<file path="src/rtl/alu_pkg.sv">
// Shared ALU definitions: widths, one-hot op bit indices,
// the request bundle and a one-hot legality helper.
package alu_pkg;

    localparam int XLEN   = 64;
    localparam int CTRL_W = 17;
    localparam int TAG_W  = 4;

    localparam int OP_ADD  = 0;
    localparam int OP_SUB  = 1;
    localparam int OP_SLT  = 2;
    localparam int OP_SLTU = 3;
    localparam int OP_AND  = 4;
    localparam int OP_XOR  = 5;
    localparam int OP_OR   = 6;
    localparam int OP_SLL  = 7;
    localparam int OP_SRL  = 8;
    localparam int OP_SRA  = 9;
    localparam int OP_LUI  = 10;
    localparam int OP_BEQ  = 11;
    localparam int OP_BNE  = 12;
    localparam int OP_BLT  = 13;
    localparam int OP_BGE  = 14;
    localparam int OP_BLTU = 15;
    localparam int OP_BGEU = 16;

    typedef struct packed {
        logic [CTRL_W-1:0] ctrl;
        logic [XLEN-1:0]   sr1;
        logic [XLEN-1:0]   sr2;
        logic [TAG_W-1:0]  tag;
    } alu_req_t;

    // Exactly one bit set: nonzero and clearing the lowest set bit leaves 0.
    function automatic logic is_onehot(input logic [CTRL_W-1:0] c);
        return (c != '0) && ((c & (c - 1'b1)) == '0);
    endfunction

endpackage

</file>
<file path="src/rtl/alu_share_arb_if.sv">
// Bus bundle for alu_share_arb: two requesters, shared ALU port,
// response register and grant counters. slave = arbiter side.
interface alu_share_arb_if;
    import alu_pkg::*;

    logic              req0_valid;
    logic              req0_ready;
    logic [CTRL_W-1:0] req0_ctrl;
    logic [XLEN-1:0]   req0_sr1;
    logic [XLEN-1:0]   req0_sr2;
    logic [TAG_W-1:0]  req0_tag;

    logic              req1_valid;
    logic              req1_ready;
    logic [CTRL_W-1:0] req1_ctrl;
    logic [XLEN-1:0]   req1_sr1;
    logic [XLEN-1:0]   req1_sr2;
    logic [TAG_W-1:0]  req1_tag;

    logic [CTRL_W-1:0] alu_ctrl;
    logic [XLEN-1:0]   alu_sr1;
    logic [XLEN-1:0]   alu_sr2;
    logic [XLEN-1:0]   alu_res;

    logic              rsp_valid;
    logic              rsp_ready;
    logic [XLEN-1:0]   rsp_res;
    logic [TAG_W-1:0]  rsp_tag;
    logic              rsp_src;
    logic              rsp_err;

    logic [31:0]       gnt_cnt0;
    logic [31:0]       gnt_cnt1;

    modport slave (
        input  req0_valid, req0_ctrl, req0_sr1, req0_sr2, req0_tag,
        output req0_ready,
        input  req1_valid, req1_ctrl, req1_sr1, req1_sr2, req1_tag,
        output req1_ready,
        output alu_ctrl, alu_sr1, alu_sr2,
        input  alu_res,
        output rsp_valid, rsp_res, rsp_tag, rsp_src, rsp_err,
        input  rsp_ready,
        output gnt_cnt0, gnt_cnt1
    );

    modport master (
        output req0_valid, req0_ctrl, req0_sr1, req0_sr2, req0_tag,
        input  req0_ready,
        output req1_valid, req1_ctrl, req1_sr1, req1_sr2, req1_tag,
        input  req1_ready,
        input  alu_ctrl, alu_sr1, alu_sr2,
        output alu_res,
        input  rsp_valid, rsp_res, rsp_tag, rsp_src, rsp_err,
        output rsp_ready,
        input  gnt_cnt0, gnt_cnt1
    );

endinterface

</file>
<file path="src/rtl/alu_share_arb_rr_arb2.sv">
// Two-way arbiter holding the last-granted flop.
// Ports: clk, rst, req[1:0], advance (grant taken), mode (1=fixed), gnt[1:0].
module rr_arb2 (
    input  logic       clk,
    input  logic       rst,
    input  logic [1:0] req,
    input  logic       advance,
    input  logic       mode,
    output logic [1:0] gnt
);

    logic last_gnt;

    // On a tie the requester that did not win last goes; fixed mode favours req0.
    always_comb begin
        gnt = 2'b00;
        unique case (req)
            2'b01:   gnt = 2'b01;
            2'b10:   gnt = 2'b10;
            2'b11:   gnt = (mode || last_gnt) ? 2'b01 : 2'b10;
            default: gnt = 2'b00;
        endcase
    end

    // Reset to 1 so req0 wins the first tie.
    always_ff @(posedge clk) begin
        if (rst) begin
            last_gnt <= 1'b1;
        end else if (advance) begin
            last_gnt <= gnt[1];
        end
    end

endmodule

</file>
<file path="src/rtl/alu_share_arb.sv">
// Shares one external combinational ALU between two requesters and
// returns each result through a one-entry valid/ready response register.
// Ports: clk, rst (sync, active-high), bus (alu_share_arb_if.slave).
module alu_share_arb
    import alu_pkg::*;
#(
    parameter int ARB_MODE = 0
) (
    input  logic            clk,
    input  logic            rst,
    alu_share_arb_if.slave  bus
);

    logic [1:0] req;
    logic [1:0] gnt;
    logic       can_accept;
    logic       accept;
    logic       legal;
    alu_req_t   r0;
    alu_req_t   r1;
    alu_req_t   sel;

    assign r0 = {bus.req0_ctrl, bus.req0_sr1, bus.req0_sr2, bus.req0_tag};
    assign r1 = {bus.req1_ctrl, bus.req1_sr1, bus.req1_sr2, bus.req1_tag};
    assign req = {bus.req1_valid, bus.req0_valid};

    rr_arb2 u_arb (
        .clk     (clk),
        .rst     (rst),
        .req     (req),
        .advance (accept),
        .mode    (ARB_MODE != 0),
        .gnt     (gnt)
    );

    // The register can take a new result if empty or being drained now.
    assign can_accept     = ~bus.rsp_valid | bus.rsp_ready;
    assign bus.req0_ready = gnt[0] & can_accept;
    assign bus.req1_ready = gnt[1] & can_accept;
    assign accept         = (gnt[0] | gnt[1]) & can_accept;

    // No grant leaves the ALU inputs at zero.
    always_comb begin
        sel = '0;
        unique case (1'b1)
            gnt[1]:  sel = r1;
            gnt[0]:  sel = r0;
            default: sel = '0;
        endcase
    end

    assign bus.alu_ctrl = sel.ctrl;
    assign bus.alu_sr1  = sel.sr1;
    assign bus.alu_sr2  = sel.sr2;
    assign legal        = is_onehot(sel.ctrl);

    always_ff @(posedge clk) begin
        if (rst) begin
            bus.rsp_valid <= 1'b0;
            bus.rsp_res   <= '0;
            bus.rsp_tag   <= '0;
            bus.rsp_src   <= 1'b0;
            bus.rsp_err   <= 1'b0;
            bus.gnt_cnt0  <= '0;
            bus.gnt_cnt1  <= '0;
        end else if (accept) begin
            // A malformed op still completes, flagged, with a zero result.
            bus.rsp_valid <= 1'b1;
            bus.rsp_res   <= legal ? bus.alu_res : '0;
            bus.rsp_tag   <= sel.tag;
            bus.rsp_src   <= gnt[1];
            bus.rsp_err   <= ~legal;
            if (gnt[0]) begin
                bus.gnt_cnt0 <= bus.gnt_cnt0 + 32'd1;
            end
            if (gnt[1]) begin
                bus.gnt_cnt1 <= bus.gnt_cnt1 + 32'd1;
            end
        end else if (bus.rsp_ready) begin
            // Drain only clears valid; data fields hold.
            bus.rsp_valid <= 1'b0;
        end
    end

endmodule

</file>
<file path="src/flat_wrapper.sv">
// flat-port wrapper written by rule: the top's interface ports become plain ports
module alu_share_arb_flat import alu_pkg::*;
#(
    parameter int ARB_MODE = 0
)
  (clk, rst, bus_req0_valid, bus_req0_ctrl, bus_req0_sr1, bus_req0_sr2, bus_req0_tag, bus_req0_ready, bus_req1_valid, bus_req1_ctrl, bus_req1_sr1, bus_req1_sr2, bus_req1_tag, bus_req1_ready, bus_alu_ctrl, bus_alu_sr1, bus_alu_sr2, bus_alu_res, bus_rsp_valid, bus_rsp_res, bus_rsp_tag, bus_rsp_src, bus_rsp_err, bus_rsp_ready, bus_gnt_cnt0, bus_gnt_cnt1);
  alu_share_arb_if bus_i ();
  input  logic clk;
  input  logic rst;
  input wire logic [$bits(bus_i.req0_valid)-1:0] bus_req0_valid;
  input wire logic [$bits(bus_i.req0_ctrl)-1:0] bus_req0_ctrl;
  input wire logic [$bits(bus_i.req0_sr1)-1:0] bus_req0_sr1;
  input wire logic [$bits(bus_i.req0_sr2)-1:0] bus_req0_sr2;
  input wire logic [$bits(bus_i.req0_tag)-1:0] bus_req0_tag;
  output wire logic [$bits(bus_i.req0_ready)-1:0] bus_req0_ready;
  input wire logic [$bits(bus_i.req1_valid)-1:0] bus_req1_valid;
  input wire logic [$bits(bus_i.req1_ctrl)-1:0] bus_req1_ctrl;
  input wire logic [$bits(bus_i.req1_sr1)-1:0] bus_req1_sr1;
  input wire logic [$bits(bus_i.req1_sr2)-1:0] bus_req1_sr2;
  input wire logic [$bits(bus_i.req1_tag)-1:0] bus_req1_tag;
  output wire logic [$bits(bus_i.req1_ready)-1:0] bus_req1_ready;
  output wire logic [$bits(bus_i.alu_ctrl)-1:0] bus_alu_ctrl;
  output wire logic [$bits(bus_i.alu_sr1)-1:0] bus_alu_sr1;
  output wire logic [$bits(bus_i.alu_sr2)-1:0] bus_alu_sr2;
  input wire logic [$bits(bus_i.alu_res)-1:0] bus_alu_res;
  output wire logic [$bits(bus_i.rsp_valid)-1:0] bus_rsp_valid;
  output wire logic [$bits(bus_i.rsp_res)-1:0] bus_rsp_res;
  output wire logic [$bits(bus_i.rsp_tag)-1:0] bus_rsp_tag;
  output wire logic [$bits(bus_i.rsp_src)-1:0] bus_rsp_src;
  output wire logic [$bits(bus_i.rsp_err)-1:0] bus_rsp_err;
  input wire logic [$bits(bus_i.rsp_ready)-1:0] bus_rsp_ready;
  output wire logic [$bits(bus_i.gnt_cnt0)-1:0] bus_gnt_cnt0;
  output wire logic [$bits(bus_i.gnt_cnt1)-1:0] bus_gnt_cnt1;
  assign bus_i.req0_valid = bus_req0_valid;
  assign bus_i.req0_ctrl = bus_req0_ctrl;
  assign bus_i.req0_sr1 = bus_req0_sr1;
  assign bus_i.req0_sr2 = bus_req0_sr2;
  assign bus_i.req0_tag = bus_req0_tag;
  assign bus_req0_ready = bus_i.req0_ready;
  assign bus_i.req1_valid = bus_req1_valid;
  assign bus_i.req1_ctrl = bus_req1_ctrl;
  assign bus_i.req1_sr1 = bus_req1_sr1;
  assign bus_i.req1_sr2 = bus_req1_sr2;
  assign bus_i.req1_tag = bus_req1_tag;
  assign bus_req1_ready = bus_i.req1_ready;
  assign bus_alu_ctrl = bus_i.alu_ctrl;
  assign bus_alu_sr1 = bus_i.alu_sr1;
  assign bus_alu_sr2 = bus_i.alu_sr2;
  assign bus_i.alu_res = bus_alu_res;
  assign bus_rsp_valid = bus_i.rsp_valid;
  assign bus_rsp_res = bus_i.rsp_res;
  assign bus_rsp_tag = bus_i.rsp_tag;
  assign bus_rsp_src = bus_i.rsp_src;
  assign bus_rsp_err = bus_i.rsp_err;
  assign bus_i.rsp_ready = bus_rsp_ready;
  assign bus_gnt_cnt0 = bus_i.gnt_cnt0;
  assign bus_gnt_cnt1 = bus_i.gnt_cnt1;
  alu_share_arb #(.ARB_MODE(ARB_MODE)) u_core (.clk(clk), .rst(rst), .bus(bus_i));
endmodule
</file>
<file path="config.mk">
export PLATFORM = sky130hd
export DESIGN_NAME = alu_share_arb_flat
export DESIGN_NICKNAME = d
export VERILOG_FILES = /design/src/rtl/alu_pkg.sv /design/src/rtl/alu_share_arb_if.sv /design/src/rtl/alu_share_arb_rr_arb2.sv /design/src/rtl/alu_share_arb.sv /design/src/flat_wrapper.sv
export SDC_FILE = /design/constraint.sdc
export NUM_CORES = 1
export LEC_CHECK = 0
export CAP_MARGIN = 20
export CORE_AREA = 5 5 251 253
export DETAILED_ROUTE_END_ITERATION = 16
export DIE_AREA = 0 0 256 258
export SYNTH_ARGS = -nofsm -noshare
export SYNTH_HDL_FRONTEND = slang
export SYNTH_HIERARCHICAL = 1
export SYNTH_SLANG_ARGS = --single-unit
</file>
<file path="constraint.sdc">
create_clock -name clk -period 4.53 [get_ports clk]
set_clock_uncertainty 0.05 [all_clocks]
set_input_delay 1.359 -clock clk [delete_from_list [all_inputs] [get_ports clk]]
set_output_delay 1.359 -clock clk [all_outputs]
set_load 0.005 [all_outputs]
</file>
==> out/qor.csv <==
stage,metric,value,unit
drt,routed_wirelength,59450,um
logic_synthesis,yosys_most_used_dff,dfxtp_1,
drt,avgRoutedWirePerCell,25.05,um
placed_design,dp_hpwl,48830,um
drt,dr.pass1.iters,6,
layout,syn_to_final_growth,88.50,%
sta,timing.slew.headroom,44.72,%
clock_tree,clockRootBuffer,clkbuf_16,
critical_path,crit_type,in2out,
sta,hold_viol_final,0,
sta,fin_crit,4.487,ns
floorplan,die_w,256,um
logic_synthesis,yosys-top-cells-count,"145 x buf_4, 143 x a22o_1, 136 x dfxtp_1",
floorplan,num_io_pins,649,
critical_path,worstPathMaxFanout,7,
logic_synthesis,synth-seq-area-share,30.78,%
sta,hold_ws,0.4001,ns
critical_path,crit_path_start_kind,primary input,
logic_synthesis,async_flop_share,0,%
sta,fmax,222.9,MHz
logic_synthesis,yosys_warnings,6,
job,drv_cap,0,
sta,worst_pin_slew,0.8292,ns
logic_synthesis,synth_top_area_share,30.78,%
placed_design,io_buffers,648,
grt,antenna_found_initial,32,
sta,drv_slew,0,
hold_path,hp-class,reg2reg,
power_and_ir_drop,irDropWorstVdd,0.2296,mV
grt,grt_max_degree,90,
clock_tree,htree_levels,4,
grt,grt_pass1_wl,80740,um
critical_path,critical_path_required,3.12,ns
grt,grt.overflow.total,0,
floorplan,die_area,66050,sq um
logic_synthesis,ys_seq_elements,136,
layout,drive_gt1_share,12.49,%
grt,grt.total_usage,16.83,%
logic_synthesis,syn_area,8845,sq um
floorplan,core_area,60800,sq um
clock_tree,holdBufCountCts,0,
logic_synthesis,synth_cells,1029,
logic_synthesis,yosysTopAreaCell,dfxtp_1,
layout,fin_nets,1925,
floorplan,start_util,14.55,%
critical_path,cp-end-kind,output port,
sta,setup_tns,0,ns
logic_synthesis,yosysMostFrequentCell,buf_4,
layout,fin_util,27.42,%
clock_tree,clkSinkCount,136,
grt,first_global_vias,10396,
logic_synthesis,syn_avg_cell_area,8.595,sq um
floorplan,placementRows,91,
layout,nFillCells,6506,
placed_design,place_congestion,0.9833,
drt,vias,10154,
power_and_ir_drop,powerDensity,233.3,nW/um^2
clock_tree,path_clk_slew,0.06,ns
clock_tree,cts_made_buffers,17,
sta,fin_crit_sh,99.05,%
sta,finalSetupViolCount,0,
drt,drt_first_iter_violations,541,
critical_path,cp_data_arrival_time,3.08,ns
clock_tree,worstSkewPairLatency,0.43,ns
logic_synthesis,synth_edf_count,0,
drt,drc,0,
clock_tree,cts_tree,yes,
drt,via_per_inst,4.279,
status,status,completed,
critical_path,reg2reg_slack,1.33,ns
power_and_ir_drop,p_leak,6.500,nW
clock_tree,clock_path_buffers,2,
power_and_ir_drop,finalPower,3.890,mW
logic_synthesis,ys_types,48,
logic_synthesis,synthTopCellsByArea,"dfxtp_1 31%, a22o_1 14%, buf_4 12%",
floorplan,fp.dieH,258,um
drt,ant_nets,0,
==> final cells by class <==
type	count	area, sq um	area share [%]
inverters	9	33.78	0.2026
multi-input cells	659	4708	28.24
flip-flops and latches	136	2723	16.33
repair buffers	733	7582	45.48
diodes	14	35.03	0.2101
well taps	790	988.4	5.929
clock inverters	14	162.7	0.9756
clock buffers	18	439.2	2.634
==> through the flow <==
| step | cell area (sq um) | setup slack [ns] | cells |
|---|---|---|---|
| final | 16670 | 0.04281 | 2373 |
| after global routing | 16670 | -0.01369 | 2371 |
| after CTS | 16470 | -0.03200 | 2355 |
| after detailed placement | 15620 | -0.3276 | 2308 |
| after global placement | 15620 | -0.3343 | 2308 |
| after floorplan | 8848 | 0.1133 | 1030 |
==> final timing paths <==
kind	startpoint	end	cells after the start
worst min-delay path	u_core/bus.rsp_res[7]$_SDFFE_PP0P_	u_core/bus.rsp_res[7]$_SDFFE_PP0P_	2
worst max register to register	u_core/u_arb/last_gnt$_SDFFE_PP1P_	u_core/bus.rsp_res[51]$_SDFFE_PP0P_	15
worst max-delay path	bus_req0_valid	bus_alu_sr2[31]	9
worst min register to register	u_core/bus.rsp_res[7]$_SDFFE_PP0P_	u_core/bus.rsp_res[7]$_SDFFE_PP0P_	2
==> report_power, final <==
group          total, mW  switching [mW]  internal [mW]
Clock               1.44           0.606          0.839
Combinational       1.23           0.530          0.698
Sequential          1.22         0.00927           1.21
==> timing repair <==
action                                  CTS  global route
endpoints found under the setup margin  144            54
hold endpoints to repair                  0             0
setup buffers                             8             3
cloned                                    7             1
pin swaps                                 3             0
resized for setup                        93            40
==> layer usage <==
| layer | track usage [%] | wire, um | vias up |
|---|---|---|---|
| met5 | 0 | 0 | - |
| met3 | 5.993 | 4846 | 81 |
| met2 | 30.56 | 30950 | 525 |
| li1 | - | - | 4656 |
| met1 | 17.83 | 21820 | 4892 |
| met4 | 6.702 | 1834 | 0 |
==> placed cells by master (no fill, tap or decap), types with 3 or more instances in the layout <==
cell type          n
or3_1             10
and3_1            12
nand2_1           94
clkinvlp_4         4
a22o_4             6
dfxtp_1          136
buf_4             60
o31ai_1           15
a21oi_1           14
nor3_1             7
a211oi_1           6
nor2_1            71
bufbuf_16          3
nor2b_1            3
inv_6              5
o21ai_0           23
a22oi_1            9
o21ai_1            3
o31ai_2           50
xnor2_1           12
inv_1              8
dlygate4sd2_1     81
buf_16             8
xor2_1            40
nand3b_1          64
clkdlybuf4s50_1  526
nand4_1           17
dlymetal6s2s_1    28
diode_2           14
buf_12            21
a22o_1           137
nand3_1           30
and4_1             8
clkbuf_16         18
==> worst max-delay path, stage by stage <==
cell	delay [ns]
dlygate4sd2_1	0.24
a21boi_4	0.14
buf_12	0.14
buf_12	0.13
buf_16	0.15
bufbuf_16	0.28
buf_4	0.15
a22o_1	0.21
dlygate4sd2_1	0.27
==> cells by family (layout without fill, tap and decap cells) <==
group | after synthesis | count (layout) | synth area share, %
AND/OR/NAND/NOR | 328 | 328 | 19.44
AO/OA/AOI/OAI | 273 | 273 | 27.05
buffers and inverters | 235 | 774 | 17.03
flip-flops | 136 | 136 | 30.78
XOR/XNOR | 52 | 52 | 5.149
adder cells (fa/ha/maj) | 3 | 3 | 0.3961
other | 1 | 16 | 0.04240
multiplexers | 1 | 1 | 0.1132
==> state kept, by name, indices dropped and copies added, names as in the netlist <==
signal,count
u_core/bus.gnt_cnt1,32
u_core/bus.rsp_valid,1
u_core/bus.rsp_src,1
u_core/u_arb/last_gnt,1
u_core/bus.rsp_err,1
u_core/bus.gnt_cnt0,32
u_core/bus.rsp_res,64
u_core/bus.rsp_tag,4
Power figures use the tool's default switching activity.
==> RTL edit, RTL diff (same settings) <==
`TAG_W`: 4 -> 6.
--- a/src/rtl/alu_pkg.sv
+++ b/src/rtl/alu_pkg.sv
@@ -5,5 +5,5 @@
     localparam int XLEN   = 64;
     localparam int CTRL_W = 17;
-    localparam int TAG_W  = 4;
+    localparam int TAG_W  = 6;
 
     localparam int OP_ADD  = 0;
Interface: changed (resized bus_req0_tag, bus_req1_tag and bus_rsp_tag); port bits go from 649 to 655. No check against the original RTL was run, so the function may have changed too.
==> RTL edit against the unedited design <==
- sequential cell count is 2 higher
- worst setup slack better by 0.014 ns
- worst hold slack better by 0.025 ns
- total power is 5.6% lower
- cell area is 5.9% lower
- routed wire length is 7.9% lower
- count of clock-buffer cells in the layout is 3 higher
- first-iteration DRC count is 12% lower
- non-clock buffer count is 3 higher
- synthesized area is 9.6% lower
- cell count is 5.5% lower
==> RTL edit: results <==
{
  "dp.cells": 2184,
  "wl_met3_mm": 4.11,
  "crit_path_top_delay_cell": "clkdlybuf4s50_1",
  "arrival_ns": 3.06,
  "synth.area.top_cells": "dfxtp_1 (35%), a22o_1 (22%), buf_4 (14%)",
  "r2r_start": "u_core/u_arb/last_gnt",
  "power_leakage_nw": 6.11,
  "grt_use_met3_pct": 5.06,
  "topRoutingLayerUsed": "met5",
  "synthXorXnorAreaFrac_pct": 5.81,
  "grt_pass1_vias": 9660,
  "drive_gt1_share_pct": 10.9,
  "antenna_found_initial": 24,
  "cts_buffer_depth": 2,
  "synth-async-reset-ratio_pct": 0,
  "synthAdderAreaFrac_pct": 0.438,
  "min_delay_path_depth": 1,
  "synth.area.mux_share_pct": 0.251,
  "hpwl_mm": 45.6,
  "synth_compound_area_share_pct": 27.9,
  "wl_met2_mm": 28.3,
  "outcome": "finished clean",
  "place.gp.congestion": 0.930,
  "grt_max_degree": 66,
  "synth_common_cells": "a22o_1 (203), buf_4 (147), dfxtp_1 (138), nor2_1 (78), clkbuf_1 (43)",
  "grt_util_met1_pct": 17.1,
  "r2r_end": "u_core/bus.rsp_res[6]",
  "drt_first_pass_iters": 4,
  "r2r_slack_ns": 1.20,
  "min_from": "u_core/bus.rsp_res[56]",
  "drt_iter0_markers": 475,
  "synth_area_per_cell_um2": 9.11,
  "hold_path.class": "reg -> reg",
  "crit_fanout": 31,
  "reg2regPathDepth": 14,
  "pre_cts_ws_ns": -0.369,
  "synth_top_area_share_pct": 34.6,
  "grt_overflow": 0,
  "grt_first_pass_wirelength_mm": 73.8,
  "synthDistinctLibCells": 53,
  "routedWlPerCell_um": 24.4,
  "hold_end": "u_core/bus.rsp_res[56]",
  "use_met2_pct": 28.3,
  "post_drt_via_cell_ratio": 4.06,
  "grt_use_total_pct": 15.6,
  "portBuffers": 654,
  "vdd.ir_drop.worst_mv": 0.202,
  "final_nets": 1803,
  "cp_top_family": "buffers and inverters",
  "route.vias.total": 9096,
  "synth_seq_area_share_pct": 34.6,
  "tightest_slew_ns": 0.720,
  "slowest_delay_ns": 0.45,
  "drt-met1-wl_mm": 20.9,
  "holdWs_ns": 0.425
}
-- RTL edit: cell types whose count changed after synthesis, sizes merged, moves of 6 or more --
cell    unedited run  this run
buf              174       160
nand2             94        42
o31ai             65         1
clkbuf            52        43
nand3             30        19
o21ai             26        13
nor2              72        78
a22o             143       204
nand3b            64         1
-- RTL edit: through the flow --
step / total power, mW / instance area, um2
final: 3.67 / 15700
after global routing: 3.84 / 15700
after CTS: 3.75 / 15700
after detailed placement: 2.38 / 14800
after global placement: 2.38 / 14800
after floorplan: 1.68 / 8000
-- RTL edit: layout make-up --
type,count,area [um2]
Antenna cell,10,25.0
Clock buffer,21,440
Clock inverter,11,98.8
Fill cell,6503,45100
Inverter,10,37.5
Multi-Input combinational cell,527,3900
Sequential cell,138,2760
Tap cell,790,988
Timing Repair Buffer,736,7440
-- RTL edit: what timing repair did --
action | in CTS | in global routing
gates resized for setup | 117 | 6
pin swaps | 14 | 0
buffers inserted | 14 | 0
setup endpoints to repair | 134 | 93
cloned | 4 | 0
-- RTL edit: how the worst max path moves through the flow --
stage	startpoint	end	slack [ns]
after floorplan	bus_req0_valid	bus_alu_ctrl[8]	0.08
after global placement	bus_req0_valid	bus_alu_sr1[2]	-0.38
after detailed placement	bus_req0_valid	bus_alu_sr1[17]	-0.37
after CTS	bus_req0_valid	bus_alu_sr1[56]	-0.14
after global routing	bus_req1_valid	bus_alu_sr1[42]	0.006
final	bus_req1_valid	bus_alu_sr1[60]	0.06
-- RTL edit: where the power goes --
| part | total, mW | switching [mW] | internal, mW |
|---|---|---|---|
| Clock | 1.32 | 0.565 | 0.754 |
| Combinational | 1.11 | 0.440 | 0.673 |
| Sequential | 1.24 | 0.0116 | 1.23 |
